$ cat config.mk
export PLATFORM = sky130hd
export DESIGN_NAME = nco_bank_tdm
export DESIGN_NICKNAME = d
export VERILOG_FILES = /design/src/rtl/nco_bank_tdm.sv
export SDC_FILE = /design/constraint.sdc
export NUM_CORES = 1
export LEC_CHECK = 0
export CORE_ASPECT_RATIO = 0.8
export CORE_UTILIZATION = 60
export CTS_CLUSTER_SIZE = 40
export DETAILED_ROUTE_END_ITERATION = 10
export HOLD_SLACK_MARGIN = 0.08
export PLACE_DENSITY = 0.92
export SETUP_SLACK_MARGIN = 0.3
export SKIP_CTS_REPAIR_TIMING = 1
export SYNTH_ARGS = -nofsm -noshare
export SYNTH_HDL_FRONTEND = slang
export SYNTH_SLANG_ARGS = --single-unit
$ cat constraint.sdc
create_clock -name CLK -period 16.5 [get_ports CLK]
set_input_delay 3.3 -clock CLK [delete_from_list [all_inputs] [get_ports CLK]]
set_output_delay 3.3 -clock CLK [all_outputs]
set_load 0.05 [all_outputs]
$ cat src/rtl/nco_bank_tdm.sv
// Time-multiplexed bank of VOICES phase-accumulator oscillators sharing one step ROM
// and one waveform ROM port, with per-voice gate/retrigger, velocity scaling and a saturating mixer.
module nco_bank_tdm #(
   parameter int VOICES    = 8,
   parameter int DIV       = 3125,
   parameter int MIX_SHIFT = 3
) (
   input  logic                  CLK,
   input  logic                  RST,
   input  logic                  CE,
   input  logic [7*VOICES-1:0]   NOTE_NUM,
   input  logic [7*VOICES-1:0]   NOTE_VEL,
   input  logic [VOICES-1:0]     GATE,
   output logic                  STEP_RD,
   output logic [6:0]            STEP_ADDR,
   input  logic [15:0]           STEP_SIZE,
   output logic                  WAVE_RD,
   output logic [6:0]            WAVE_PHASE,
   input  logic [7:0]            WAVE_SAMPLE,
   output logic [7:0]            SAMPLE_OUT,
   output logic                  SAMPLE_VALID,
   output logic                  BUSY,
   output logic                  OVERRUN
);

   localparam int VW = $clog2(VOICES);
   localparam int MW = 8 + VW;
   localparam int CW = $clog2(DIV);

   typedef enum logic [2:0] {S_IDLE, S_ADDR, S_STEP, S_WAVE, S_OUT} state_t;

   state_t             state;
   logic [CW-1:0]      cnt;
   logic               tick;
   logic [VW-1:0]      vi;
   logic [MW-1:0]      mix;
   logic [15:0]        acc [VOICES];
   logic [VOICES-1:0]  gate_prev;
   logic [6:0]         phase_q;

   int                 vidx;
   int                 nidx;
   logic               gate_v;
   logic               rise;
   logic [6:0]         vel_v;
   logic [6:0]         note_next;
   logic [15:0]        acc_new;
   logic [7:0]         term;
   logic [MW-1:0]      mix_add;
   logic [MW-1:0]      mix_sh;
   logic [7:0]         sat;

   assign tick = (cnt == CW'(DIV - 1));

   always_ff @(posedge CLK or posedge RST) begin
      if (RST) begin
         cnt <= '0;
      end else if (CE) begin
         cnt <= tick ? '0 : cnt + 1'b1;
      end
   end

   // Datapath for the voice currently being visited; nidx is the next voice slot.
   always_comb begin
      vidx      = int'(vi);
      nidx      = (vi == VW'(VOICES - 1)) ? 0 : vidx + 1;
      gate_v    = GATE[vi];
      rise      = gate_v & ~gate_prev[vi];
      vel_v     = NOTE_VEL[7*vidx +: 7];
      note_next = NOTE_NUM[7*nidx +: 7];
      acc_new   = acc[vi];
      if (gate_v) acc_new = (rise ? 16'd0 : acc[vi]) + STEP_SIZE;
      term      = 8'((15'(WAVE_SAMPLE) * 15'(vel_v)) >> 7);
      mix_add   = gate_prev[vi] ? mix + MW'(term) : mix;
      mix_sh    = mix_add >> MIX_SHIFT;
      sat       = (mix_sh > MW'(255)) ? 8'hff : mix_sh[7:0];
   end

   // The waveform address follows the freshly updated accumulator during STEP, then holds.
   assign WAVE_PHASE = (state == S_STEP) ? acc_new[15:9] : phase_q;
   assign BUSY       = (state != S_IDLE);

   always_ff @(posedge CLK or posedge RST) begin
      if (RST) begin
         state        <= S_IDLE;
         vi           <= '0;
         mix          <= '0;
         gate_prev    <= '0;
         phase_q      <= '0;
         STEP_RD      <= 1'b0;
         STEP_ADDR    <= '0;
         WAVE_RD      <= 1'b0;
         SAMPLE_OUT   <= '0;
         SAMPLE_VALID <= 1'b0;
         OVERRUN      <= 1'b0;
         for (int i = 0; i < VOICES; i++) acc[i] <= '0;
      end else if (CE) begin
         STEP_RD      <= 1'b0;
         WAVE_RD      <= 1'b0;
         SAMPLE_VALID <= 1'b0;
         if (tick && state != S_IDLE) OVERRUN <= 1'b1;
         case (state)
            S_IDLE: begin
               if (tick) begin
                  vi        <= '0;
                  mix       <= '0;
                  STEP_RD   <= 1'b1;
                  STEP_ADDR <= NOTE_NUM[6:0];
                  state     <= S_ADDR;
               end
            end
            S_ADDR: begin
               WAVE_RD <= 1'b1;
               state   <= S_STEP;
            end
            S_STEP: begin
               acc[vi]       <= acc_new;
               gate_prev[vi] <= gate_v;
               phase_q       <= acc_new[15:9];
               state         <= S_WAVE;
            end
            S_WAVE: begin
               mix <= mix_add;
               if (vi == VW'(VOICES - 1)) begin
                  SAMPLE_OUT   <= sat;
                  SAMPLE_VALID <= 1'b1;
                  state        <= S_OUT;
               end else begin
                  vi        <= vi + 1'b1;
                  STEP_RD   <= 1'b1;
                  STEP_ADDR <= note_next;
                  state     <= S_ADDR;
               end
            end
            S_OUT: begin
               state <= S_IDLE;
            end
            default: state <= S_IDLE;
         endcase
      end
   end

endmodule
# --- Word level (Yosys, flattened, before mapping) ---
# Index checks and enable logic that the tools add are counted.
classes:
  addsub: 5
  bitwise: 3
  magnitude_cmp: 5
  eq_ne: 8
  shift: 2
  reduce_logical: 13
  multipliers: 3
  muxes: 37
ops:
  columns: ["operator", "count"]
  rows:
  - ["bitwise mux 128 bit", 1]
  - ["two-way mux 16 bit", 5]
  - ["indexed part select 56 x 7 -> 7 bit", 1]
  - ["indexed part select 56 x 8 -> 7 bit", 1]
  - ["binary-select mux 16 bit (select 3 bit)", 1]
  - ["demux 16 bit (select 3 bit)", 1]
  - ["two-way mux 11 bit", 2]
  - ["one-hot mux 11 bit (2 select lines)", 1]
  - ["two-way mux 7 bit", 3]
  - ["adder 16 bit", 1]
  - ["multiplier 8 x 7 -> 15 bit", 1]
  - ["one-hot mux 7 bit (2 select lines)", 1]
  - ["adder 12 x 1 -> 12 bit (second input constant)", 1]
  - ["equality test 12 bit (second input constant)", 1]
  - ["two-way mux 12 bit", 1]
  - ["two-way mux 3 bit", 4]
  - ["one-hot mux 3 bit (4 select lines)", 1]
  - ["adder 11 x 8 -> 11 bit", 1]
  - ["bitwise mux 8 bit", 1]
  - ["> comparator 8 bit (second input constant)", 1]
  - ["two-way mux 1 bit", 8]
  - ["two-way mux 8 bit", 1]
  - ["AND reduction 4 bit", 2]
  - ["multiplier 3 x 4 -> 7 bit (first input constant)", 1]
  - ["other kinds (25)", 34]
totals:
  inputBits: 147
  output_inout_bits: 27
  register_bits: 191
  word_cells: 97

# --- Depth between registers and ports, before layout ---
logic_depth:
  ltp_word: 8
  ltp_mapped: 36

# --- Worst setup path before layout ---
# Ideal clock, no wire load.
synth_path:
  kind: "input-to-output"
  start: "input GATE[2]"
  end: "output WAVE_PHASE[3]"
  required_ns: 13.200
  path_buffers: 1
  setup_slack_ns: 6.082
  arrival_time_ns: 7.118
  cell_stages: 17
  cell_sequence: "mux2_2 -> o2bb2ai_1 -> a211oi_2 -> buf_2 -> nor2_1 -> nor2_1 -> ha_1 -> inv_1 -> fa_1 -> nor2b_1 -> o21a_1 -> o21ai_1 -> a211oi_1 -> o31ai_1 -> nand2_1 -> xnor2_2 -> o21ai_0"
synth_between:
  elab_chain_len: 7
synth_lines:
  columns: ["item", "line", "rtl"]
  rows:
  - ["from (decl)", "13", "input logic [VOICES-1:0] GATE,"]
  - ["binary-select mux 1 bit (select 3 bit) (*)", "67", "gate_v = GATE[vi];"]
  - ["two-way mux 1 bit (implied by the code) (*)", "67", null]
  - ["bitwise AND 1 bit", "68", "rise = gate_v & ~gate_prev[vi];"]
  - ["two-way mux 16 bit", "72", "if (gate_v) acc_new = (rise ? 16'd0 : acc[vi]) + STEP_SIZE;"]
  - ["adder 16 bit", "72", null]
  - ["two-way mux 16 bit (*)", "72", null]
  - ["two-way mux 7 bit (*)", null, null]
  - ["to (decl)", "18", "output logic [6:0] WAVE_PHASE,"]
# Every way passes the cells marked *; elsewhere a longest branch is shown, timed or not. The select of a mux whose other input is x is not followed.

# --- Final worst setup path ---
layout_path:
  start: "input GATE[1]"
  end: "output WAVE_PHASE[5]"
# The elaborated chain is that of the path after synthesis.

==> impl_metrics.json <==
{
  "status": "finished clean",
  "setup_viol": 0,
  "synthMuxAreaShare_pct": 6.30,
  "synth_top_cell_area_share_pct": 39.1,
  "cts_num_sinks": 191,
  "io_buffer_count": 173,
  "drive_above_1_share_pct": 6.36,
  "htree_levels": 4,
  "core.rowCount": 46,
  "fmax_mhz": 83.7,
  "first_iter_violations": 1145,
  "yosysSeqAreaShare_pct": 39.1,
  "antenna_left": 0,
  "hold_violations": 0,
  "synth_ff_type": "dfrtp_1",
  "grt_pass1_vias": 11200,
  "synth_xor_area_share_pct": 2.07,
  "ys_seq_elements": 191,
  "layout_common_cells": "nand2_1 (191), dfrtp_1 (190), clkdlybuf4s50_1 (173)",
  "slew_violations": 0,
  "synth_cells": 1322,
  "drcViolationCount": 0,
  "holdCritStartpoint": "acc[122]",
  "worstSetupPathType": "in2out",
  "cts_tree": "built",
  "synth_compound_area_share_pct": 20.6,
  "place_congestion": 0.934,
  "ys_top_cells_by_area": "dfrtp_1 (39%), o21ai_0 (6.1%), ha_1 (5.9%)",
  "die_w_um": 162,
  "tightest_slew_ns": 1.34,
  "synth-edff-count": 0,
  "synth_top_family_by_area": "compound AO/OA/AOI/OAI gates",
  "ys_types": 76,
  "dp_hpwl_um": 24400,
  "cp_max_fo": 32,
  "clk_latency_ns": 0.46,
  "cts_root_buf": "clkbuf_16",
  "required_ns": 13.20,
  "final_core_util_pct": 74.0,
  "grt_pass1_wl_um": 57300,
  "final_common_cell": "nand2_1",
  "io_pins": 174,
  "syn_area_per_cell_sq_um": 9.25,
  "core_sq_um": 19900,
  "finClkSkew_ns": 0.0138,
  "syn_area_sq_um": 12200,
  "async_reset_ff_share_pct": 100,
  "min_period_ns": 11.95,
  "power.leakage_nw": 6.45,
  "layout.nets": 1699,
  "power.density_nw_per_um2": 80.7,
  "synthAdderAreaFrac_pct": 10.8,
  "yosysTopAreaCell": "dfrtp_1",
  "numCtsBuffers": 17,
  "antenna_cells": 0,
  "startpoint_type": "input port",
  "fin_crit_sh_pct": 72.4,
  "vias": 11200,
  "grt-ovfl-total": 0,
  "area_growth_pct": 20.4,
  "worstSetupStartpoint": "GATE[1]",
  "avgRoutedWirePerCell_um": 20.4,
  "drv_cap": 0,
  "wl_um": 35500,
  "worst_r2r_startpoint": "vi[0]",
  "die-area_sq_um": 21000,
  "syn-num-nets": 1557,
  "die-height_um": 130,
  "yosys.area_share.simple_pct": 16.5,
  "path_clk_slew_ns": 0.07,
  "grtUsageTotal_pct": 35.1,
  "ys_warn_count": 0,
  "total_power_mw": 1.19,
  "slew-limit-headroom_pct": 10.2,
  "avgViaCountPerCell": 6.41,
  "rsz0062_at_grt": "false",
  "vdd_drop_max_mv": 0.0691,
  "hold_path.class": "reg2reg",
  "dr.pass1.iters": 5,
  "antenna_found_initial": 0,
  "crit_arrival_ns": 8.65,
  "endpoint_kind": "output port",
  "start_util_pct": 61.4,
  "totalNegativeSetupSlack_ns": 0,
  "grt_max_degree": 71,
  "cts_max_path_buffers": 2
}
-- layer usage --
layer	GRT usage, %	routed length [um]	vias up
li1	-	-	5018
met1	45.6	14000	5409
met2	57.4	16800	604
met3	7.06	3450	121
met4	16.4	1270	0
met5	0	0	-
-- path summary, 6_finish.rpt --
path	to	slack, ns	cells past startpoint
max in group asynchronous	acc[11]	11.87	3
worst max register to register	mix[8]	7.88	32
worst min-delay path	acc[122]	0.48	2
worst max-delay path	WAVE_PHASE[5]	4.55	19
min in group asynchronous	cnt[8]	3.31	2
worst min register to register	acc[122]	0.48	2
-- stage by stage --
step                hold slack (ns)  cells  cell area, sq um  setup WS [ns]
floorplan                     0.442   1322             12200           6.08
detailed placement            0.470   1709             14100           4.65
global route                  0.492   1741             14700           4.15
global placement              0.440   1709             14100           4.85
finish                        0.484   1741             14700           4.55
CTS                           0.485   1741             14700           4.59
-- report_power, final --
part / leakage [nW] / internal [mW] / total (mW) / switching [mW]
clock: 0.294 / 0.245 / 0.436 / 0.191
sequential: 2.64 / 0.475 / 0.483 / 0.00842
combinational: 3.51 / 0.125 / 0.270 / 0.145
total: 6.45 / 0.844 / 1.19 / 0.345
-- state kept, by name (all words and copies together), names as in the netlist --
signal and cells:
acc 128, cnt 12, mix 11, SAMPLE_OUT 8
gate_prev 8, STEP_ADDR 7, phase_q 7, state 3
vi 3, OVERRUN 1, SAMPLE_VALID 1, STEP_RD 1
WAVE_RD 1
-- critical path: stages --
cell             delay, ns
clkdlybuf4s50_1       0.45
nand3b_1              0.07
a21oi_1               0.32
a211oi_4              0.08
buf_4                 0.27
nor2_1                0.81
nor2_1                0.10
ha_1                  0.26
inv_1                 0.08
fa_1                  0.20
nor2b_1               0.06
o21a_1                0.18
o21ai_1               0.25
a211oi_1              0.17
o311ai_1              0.46
a21o_1                0.20
a31oi_2               0.22
a21oi_1               0.30
clkdlybuf4s50_1       0.84
-- Yosys cell counts (all sizes together) (34+ instances only) --
library cell,number
ha,58
mux2i,53
inv,54
a22oi,64
a21oi,63
buf,34
nand2,192
and2,36
clkbuf,36
dfrtp,191
nor2,87
o21ai,163
-- final cells by class --
type | instances | area, sq um
clock inverters | 11 | 154
flip-flops and latches | 191 | 4780
fillers | 1422 | 5190
well taps | 264 | 330
repair buffers | 193 | 1880
clock buffers | 21 | 450
inverters | 55 | 211
multi-input cells | 1006 | 6920
-- cells by family (layout without fill, tap and decap cells) --
family | Yosys count | count (layout)
DFF | 191 | 191
and+or+nand+nor | 426 | 426
xor gates and xnor gates | 28 | 28
AOI/OAI and AO/OA | 397 | 397
muxes | 67 | 67
adders and majority gates | 88 | 88
buffers and inverters | 125 | 280
No activity file was read; power rests on OpenSTA's default activity.
